===== config.mk =====
export PLATFORM = sky130hd
export DESIGN_NAME = alu_share_ctrl
export DESIGN_NICKNAME = d
export VERILOG_FILES = /design/src/rtl/alu_share_ctrl.sv
export SDC_FILE = /design/constraint.sdc
export NUM_CORES = 1
export LEC_CHECK = 0
export ABC_CLOCK_PERIOD_IN_PS = 16200
export BUFFER_PORTS_ARGS = -buffer_cell sky130_fd_sc_hd__clkbuf_2
export CORE_AREA = 2 2 210 212
export DETAILED_ROUTE_END_ITERATION = 10
export DIE_AREA = 0 0 212 214
export PLACE_DENSITY = 0.47
export SLEW_MARGIN = 20
export SYNTH_ARGS = -nofsm -noshare
export SYNTH_HDL_FRONTEND = slang
export SYNTH_SLANG_ARGS = --single-unit

===== constraint.sdc =====
create_clock -name CLK -period 16.2 [get_ports CLK]
set_clock_uncertainty 0.2 [all_clocks]
set_input_delay 0.81 -clock CLK [delete_from_list [all_inputs] [get_ports CLK]]
set_output_delay 0.81 -clock CLK [all_outputs]
set_load 0.005 [all_outputs]

===== src/rtl/alu_share_ctrl.sv =====
`default_nettype none
// ============================================================================
// Module      : alu_share_ctrl
// Description : Round-robin arbiter sharing one N-bit ALU between two
//               requesters; holds operands for LAT cycles, then returns BusW.
//               Optional illegal-op rejection when ALU_ILLEGAL_OP_EN is defined.
// Revision    : 1.0 - initial release
// ============================================================================
module alu_share_ctrl #(
  parameter int N   = 64,
  parameter int LAT = 3
) (
  input  logic         CLK,
  input  logic         Reset,
  input  logic         req0,
  input  logic         req1,
  input  logic [3:0]   op0,
  input  logic [3:0]   op1,
  input  logic [N-1:0] a0,
  input  logic [N-1:0] a1,
  input  logic [N-1:0] b0,
  input  logic [N-1:0] b1,
  output logic         gnt0,
  output logic         gnt1,
  output logic         done0,
  output logic         done1,
  output logic [N-1:0] rsp_data,
  output logic         rsp_zero,
  output logic         rsp_err,
  output logic [3:0]   alu_ctrl,
  output logic [N-1:0] alu_a,
  output logic [N-1:0] alu_b,
  input  logic [N-1:0] alu_w
);

  localparam int CW = (LAT < 2) ? 1 : $clog2(LAT + 1);

  typedef enum logic [1:0] {
    S_IDLE = 2'd0,
    S_BUSY = 2'd1,
    S_RESP = 2'd2
  } state_t;

  state_t         r_state;
  logic [CW-1:0]  r_cnt;
  logic           r_ptr;
  logic           r_owner;
  logic           r_ill_pend;
  logic           r_gnt0, r_gnt1, r_done0, r_done1;
  logic [3:0]     r_ctrl;
  logic [N-1:0]   r_a, r_b, r_data;
  logic           r_zero, r_err;

  logic           w_any, w_pick1, w_legal;
  logic [3:0]     w_op;
  logic [N-1:0]   w_a, w_b;

  // r_ptr == 1 gives requester 1 priority when both request together.
  assign w_any   = req0 | req1;
  assign w_pick1 = req1 & (~req0 | r_ptr);
  assign w_op    = w_pick1 ? op1 : op0;
  assign w_a     = w_pick1 ? a1  : a0;
  assign w_b     = w_pick1 ? b1  : b0;

`ifdef ALU_ILLEGAL_OP_EN
  always_comb begin
    w_legal = 1'b0;
    case (w_op)
      4'b0000, 4'b0001, 4'b0010, 4'b0011,
      4'b0100, 4'b0110, 4'b0111: w_legal = 1'b1;
      default:                   w_legal = 1'b0;
    endcase
  end
`else
  assign w_legal = 1'b1;
`endif

  always_ff @(posedge CLK or posedge Reset) begin
    if (Reset) begin
      r_state    <= S_IDLE;
      r_cnt      <= '0;
      r_ptr      <= 1'b0;
      r_owner    <= 1'b0;
      r_ill_pend <= 1'b0;
      r_gnt0     <= 1'b0;
      r_gnt1     <= 1'b0;
      r_done0    <= 1'b0;
      r_done1    <= 1'b0;
      r_ctrl     <= 4'b0000;
      r_a        <= '0;
      r_b        <= '0;
      r_data     <= '0;
      r_zero     <= 1'b0;
      r_err      <= 1'b0;
    end else begin
      r_gnt0 <= 1'b0;
      r_gnt1 <= 1'b0;
      case (r_state)
        S_IDLE: begin
          if (w_any) begin
            r_gnt0  <= ~w_pick1;
            r_gnt1  <= w_pick1;
            r_owner <= w_pick1;
            r_ptr   <= ~w_pick1;
            if (w_legal) begin
              r_ctrl  <= w_op;
              r_a     <= w_a;
              r_b     <= w_b;
              r_cnt   <= CW'(LAT);
              r_state <= S_BUSY;
            end else begin
              // Rejected op: one RESP cycle to let gnt show before done.
              r_ill_pend <= 1'b1;
              r_state    <= S_RESP;
            end
          end
        end
        S_BUSY: begin
          r_cnt <= r_cnt - CW'(1);
          if (r_cnt == CW'(1)) begin
            r_data  <= alu_w;
            r_zero  <= (alu_w == '0);
            r_err   <= 1'b0;
            r_done0 <= ~r_owner;
            r_done1 <= r_owner;
            r_state <= S_RESP;
          end
        end
        S_RESP: begin
          if (r_ill_pend) begin
            r_ill_pend <= 1'b0;
            r_data     <= '0;
            r_zero     <= 1'b0;
            r_err      <= 1'b1;
            r_done0    <= ~r_owner;
            r_done1    <= r_owner;
          end else begin
            r_done0 <= 1'b0;
            r_done1 <= 1'b0;
            r_state <= S_IDLE;
          end
        end
        default: r_state <= S_IDLE;
      endcase
    end
  end

  assign gnt0     = r_gnt0;
  assign gnt1     = r_gnt1;
  assign done0    = r_done0;
  assign done1    = r_done1;
  assign rsp_data = r_data;
  assign rsp_zero = r_zero;
  assign rsp_err  = r_err;
  assign alu_ctrl = r_ctrl;
  assign alu_a    = r_a;
  assign alu_b    = r_b;

endmodule
`default_nettype wire


* Yosys cells after proc, flatten, opt, wreduce, memory -nomap -nowiden
Index checks and enable logic that the tools add are counted.
Word-level totals: flip-flop bits (word level) 208, bits of input ports 332, logic and storage cells 58
Cells by class: add/subtract/negate cells 1, eq/ne operators 5, muxes and demuxes 22, bitwise logic cells 7, reduce and logical (&&, ||, !) cells 9
Operator list (number):
- $mux 64 | 4
- $logic_not 64->1 | 1
- $mux 1 | 10
- $pmux 2 s2 | 2
- $reduce_and 2->1 | 4
- $mux 2 | 3
- $eq 2x1->1 const B | 2
- $mux 4 | 1
- $ne 2x2->1 const B | 2
- $not 1->1 | 4
- $pmux 1 s2 | 2
- $reduce_bool 2->1 | 2
- $reduce_and 3->1 | 1
- $eq 2x2->1 const B | 1
- $logic_not 2->1 | 1
- $or 1x1->1 | 2
- $sub 2x1->2 const B | 1
- $and 1x1->1 | 1

* Logic depth before layout (Yosys ltp)
depth in word-level cells 6, depth in mapped cells 8

* Worst setup path before layout
No wires, ideal clock.
path kind input-to-reg, start point input req0, end point register r_a[0], in the netlist alu_a[0], arrival time 1.784 ns, data required time 15.874 ns, setup slack 14.090 ns, stages 6, buffers on the path 2, path through inv_2 > o21ai_4 > nor2_2 > buf_6 > buf_6 > a221o_1
Between the ends: longest elaborated chain between the ends 4, elaborated cells on any way between the ends 6, those cells by class mux: 1; bitwise: 4; reduce/logical: 1
RTL lines:
- start, declared | RTL line 15 | input logic req0,
- $not 1->1 | RTL line 60 | assign w_pick1 = req1 & (~req0 | r_ptr);
- $or 1x1->1 | RTL line 60
- $and 1x1->1 | RTL line 60
- $mux 64 | RTL line 62 | assign w_a = w_pick1 ? a1 : a0;
- end signal, assigned | RTL line 107 | r_a <= w_a;
- end, declared | RTL line 51 | logic [N-1:0] r_a, r_b, r_data;
Several ways; a longest one is shown, not always the timed one. A chain may end at the register's enable or synchronous reset.

* Final worst setup path
start point register r_state[0], end point register r_b[46], in the netlist alu_b[46]
Between the ends: longest elaborated chain between the ends 2
RTL lines:
- start, declared | RTL line 44 | state_t r_state;
- start signal, assigned | RTL line 80 | r_state <= S_IDLE;
- start signal, assigned | RTL line 110 | r_state <= S_BUSY;
- start signal, assigned | RTL line 114 | r_state <= S_RESP;
- $logic_not 2->1 | RTL line 98 | case (r_state)
- $reduce_and 2->1 (no source line)
- end signal, assigned | RTL line 108 | r_b <= w_b;
- end, declared | RTL line 51
No other way between the ends.

==> summary.txt <==
Die
  • DIE WIDTH: 212 um
  • Core box area: 42900 um^2
  • Site row count: 76
  • Die height: 214 um
  • IO Pins: 534
  • DIE AREA: approximately 45000 um^2
  • Starting Density: 20.3%

Pwr
  • Net Sw Frac: 35.2%
  • VDD IR-drop max: between 0.08 and 0.09 mV
  • Clock power frac: around a quarter
  • LEAKAGE: between 6 and 7 nW
  • Pwr per Cell Area: a little under 200 nW/um^2
  • Combinational share of power: 39.6%
  • Pint: 1.62 mW
  • NetSw: 0.879 mW
  • Post-route total power: 2.50 mW
  • Sequential power share: 36.5%

GRT
  • GRT Residual Overflow: 0
  • First-pass GRT wire length: 53.2 mm
  • GR Util met1: 17.1%
  • Busiest layer in global routing: met2
  • Vias in the first global route: 8536
  • Met3 Use GR: between 5 and 6%
  • Largest net degree at the start of global routing: 107
  • GRT Total Usage: about 15%
  • Global-route track usage on met2: a little over a quarter
  • Initial antenna violation count: 11

Layout
  • Final Net Count: approximately 1600
  • Post-Route Utilization: 29.8%
  • FILL cells: 4517
  • Post-Layout Inst Area: 12800 um^2
  • Layout cells sized above 1: a little under half
  • Area growth syn-to-layout: 46.3%

Timing
  • Final hold vios: 0
  • Final Max Tran Viols: 0
  • Max frequency: ~330 MHz
  • RSZ-0062 raised after global routing: no
  • TNS Setup: 0 ns
  • Minimum clock period: 3.01 ns
  • Least-Margin Pin Slew: 1.12 ns
  • PnR worst setup slack: 13.19 ns
  • Slew margin rel.: 25.6%
  • Final period util: 18.6%
  • Finish-stage setup viols: 0

Setup path
  • Critical path buffers and inverters: 1
  • Worst endpoint required time: 16.47 ns
  • Critical Path End Type: flop
  • Crit path max fanout: 93
  • CP Cell Sequence: nor2_1 -> o21a_1 -> and2_4 -> buf_4 -> a221o_1
  • Reg-to-reg slack, setup: about 13 ns
  • Critical-path top delay cell: buf_4
  • Kind of critical path: reg2reg
  • Slowest stage delay, CP: 0.94 ns
  • WP data arrival: roughly 3.3 ns
  • CP top delay family: buffers and inverters
  • Worst Setup Start Kind: flop

Synth
  • Yosys cell types: 32
  • Dominant cells by area after synthesis: dfrtp_1 (59%), a221o_1 (15%), and2_1 (9.2%)
  • Cell taking the most area after synthesis: dfrtp_1
  • Total number of yosys warnings: 0
  • Synthesized instance count: 749
  • Share of the synthesized area in the top cell type: slightly below 60%
  • Post-Syn Nets: 1082
  • Seq/Total Area, Yosys: 59.4%
  • EDFF count, synth: 0
  • Most numerous cell in the Yosys netlist: dfrtp_1
  • Top post-synthesis cells by count: dfrtp_1 (207), nand2_1 (155), and2_1 (128), a221o_1 (127), buf_2 (22)
  • Avg Cell Area, Syn: approximately 12 um^2
  • Post-synth ARST share: 100%
  • Cell Area, Synth: 8730 um^2
  • Synth Flop Type: dfrtp_1
  • Flops & latches, synth: about 210

Drt
  • Total Routed Length: between 30 and 40 mm
  • Initial drt markers: 502
  • Wirelength per Cell: ~19 um
  • Via density: 4.32
  • TritonRoute pass-1 iters: 5
  • Final ANT Viol Nets: 0
  • DRC: 0
  • Vias: about 8100

Clock network
  • Max Root-Sink Buffers: 3
  • CTS tree: done
  • Clock buffer count from CTS: 26
  • Clk sinks: 207
  • Htree depth: 1
  • Clk root buf: clkbuf_16
  • Cts repair resizes: 0
  • Post CTS Setup Buffer Count: 0
  • Clk slew on worst S/H paths: 0.06 ns
  • Clk_lat worst skew: 0.54 ns
  • Cts hold-fix bufs: 0

Job
  • Number of max-cap violations: 0

Placed design
  • Post-DP Area: 11900 um^2
  • PortBufs: 532
  • GPL Wtd Cong: 0.808
  • DP Wirelength: between 20 and 30 mm
  • Dpl ws: 12.74 ns

Outcome
  • Status: completed

Worst hold path
  • Hold Crit Class: in2async
==> flip-flops by register name, summed over array words and instances (netlist names), 2 cells and up <==
register / count
alu_a: 64
alu_b: 64
alu_ctrl: 4
r_cnt: 2
r_state: 2
rsp_data: 64
==> worst paths after layout <==
path	start	end	cells after the start
setup / recovery	r_state[0]	alu_b[46]	5
hold / removal	Reset	rsp_data[31]	2
setup reg to reg	r_state[0]	alu_b[46]	5
hold reg to reg	rsp_data[7]	rsp_data[7]	2
max in group asynchronous	Reset	alu_b[57]	3
min in group CLK	rsp_data[7]	rsp_data[7]	2
==> cells by family (layout without fill, tap and decap cells) <==
group,Yosys count,in the layout,synth area share (%)
flip-flops,207,207,59.4
AO/OA/AOI/OAI,144,144,15.9
AND/OR/NAND/NOR,312,312,17.8
buffers and inverters,63,594,4.10
multiplexers,21,21,2.64
adder cells (fa/ha/maj),1,1,0.143
other,1,5,0.0430
==> layout make-up <==
class,instances,area (um^2),share of cell area (%)
Sequential cell,207,5180,40.6
Multi-Input combinational cell,479,3210,25.1
Timing Repair Buffer,539,2720,21.3
Clock buffer,42,832,6.52
Tap cell,585,732,5.73
Clock inverter,6,57.6,0.451
Inverter,7,33.8,0.265
Antenna cell,4,10.0,0.0784
==> layout by cell type (no fill, tap or decap), types with 2 or more instances in the layout <==
cell,count
a221o_1,127
and2_1,127
buf_4,7
clkbuf_1,5
clkbuf_16,27
clkbuf_2,532
clkbuf_8,10
clkinv_2,4
dfrtp_1,207
diode_2,4
inv_1,4
inv_2,2
mux2_1,16
mux2i_1,5
nand2_1,154
nand4_1,3
nor2_1,5
nor4_1,16
o21a_1,2
o21ai_0,7
o21ai_4,2
o22ai_1,2
==> power groups by stage <==
| stage | Combinational (mW) | Sequential, mW | Clock, mW |
|---|---|---|---|
| 2_1_floorplan | 0.550 | 0.915 | 0 |
| 3_3_place_gp | 0.990 | 0.909 | 0 |
| 3_5_place_dp | 1.00 | 0.909 | 0 |
| 4_1_cts | 1.01 | 0.910 | 0.617 |
| 5_1_grt | 1.10 | 0.941 | 0.640 |
| 6_report | 0.989 | 0.910 | 0.597 |
==> through the flow <==
| stage | cells | hold WS [ns] |
|---|---|---|
| CTS | 1865 | 0.138 |
| finish | 1869 | 0.133 |
| global route | 1868 | 0.161 |
| detailed placement | 1817 | 0.261 |
| global placement | 1817 | 0.258 |
| floorplan | 749 | 0.251 |
==> metal layers <==
layer / part of all wire (%) / wire length, um / vias to the layer above
li1: - / - / 3728
met3: 10 / 3720 / 57
met5: 0.17 / 60 / -
met4: 2.7 / 957 / 8
met2: 49 / 17500 / 397
met1: 38 / 13800 / 3892
Note: power is estimated with default switching activity, not from simulation.
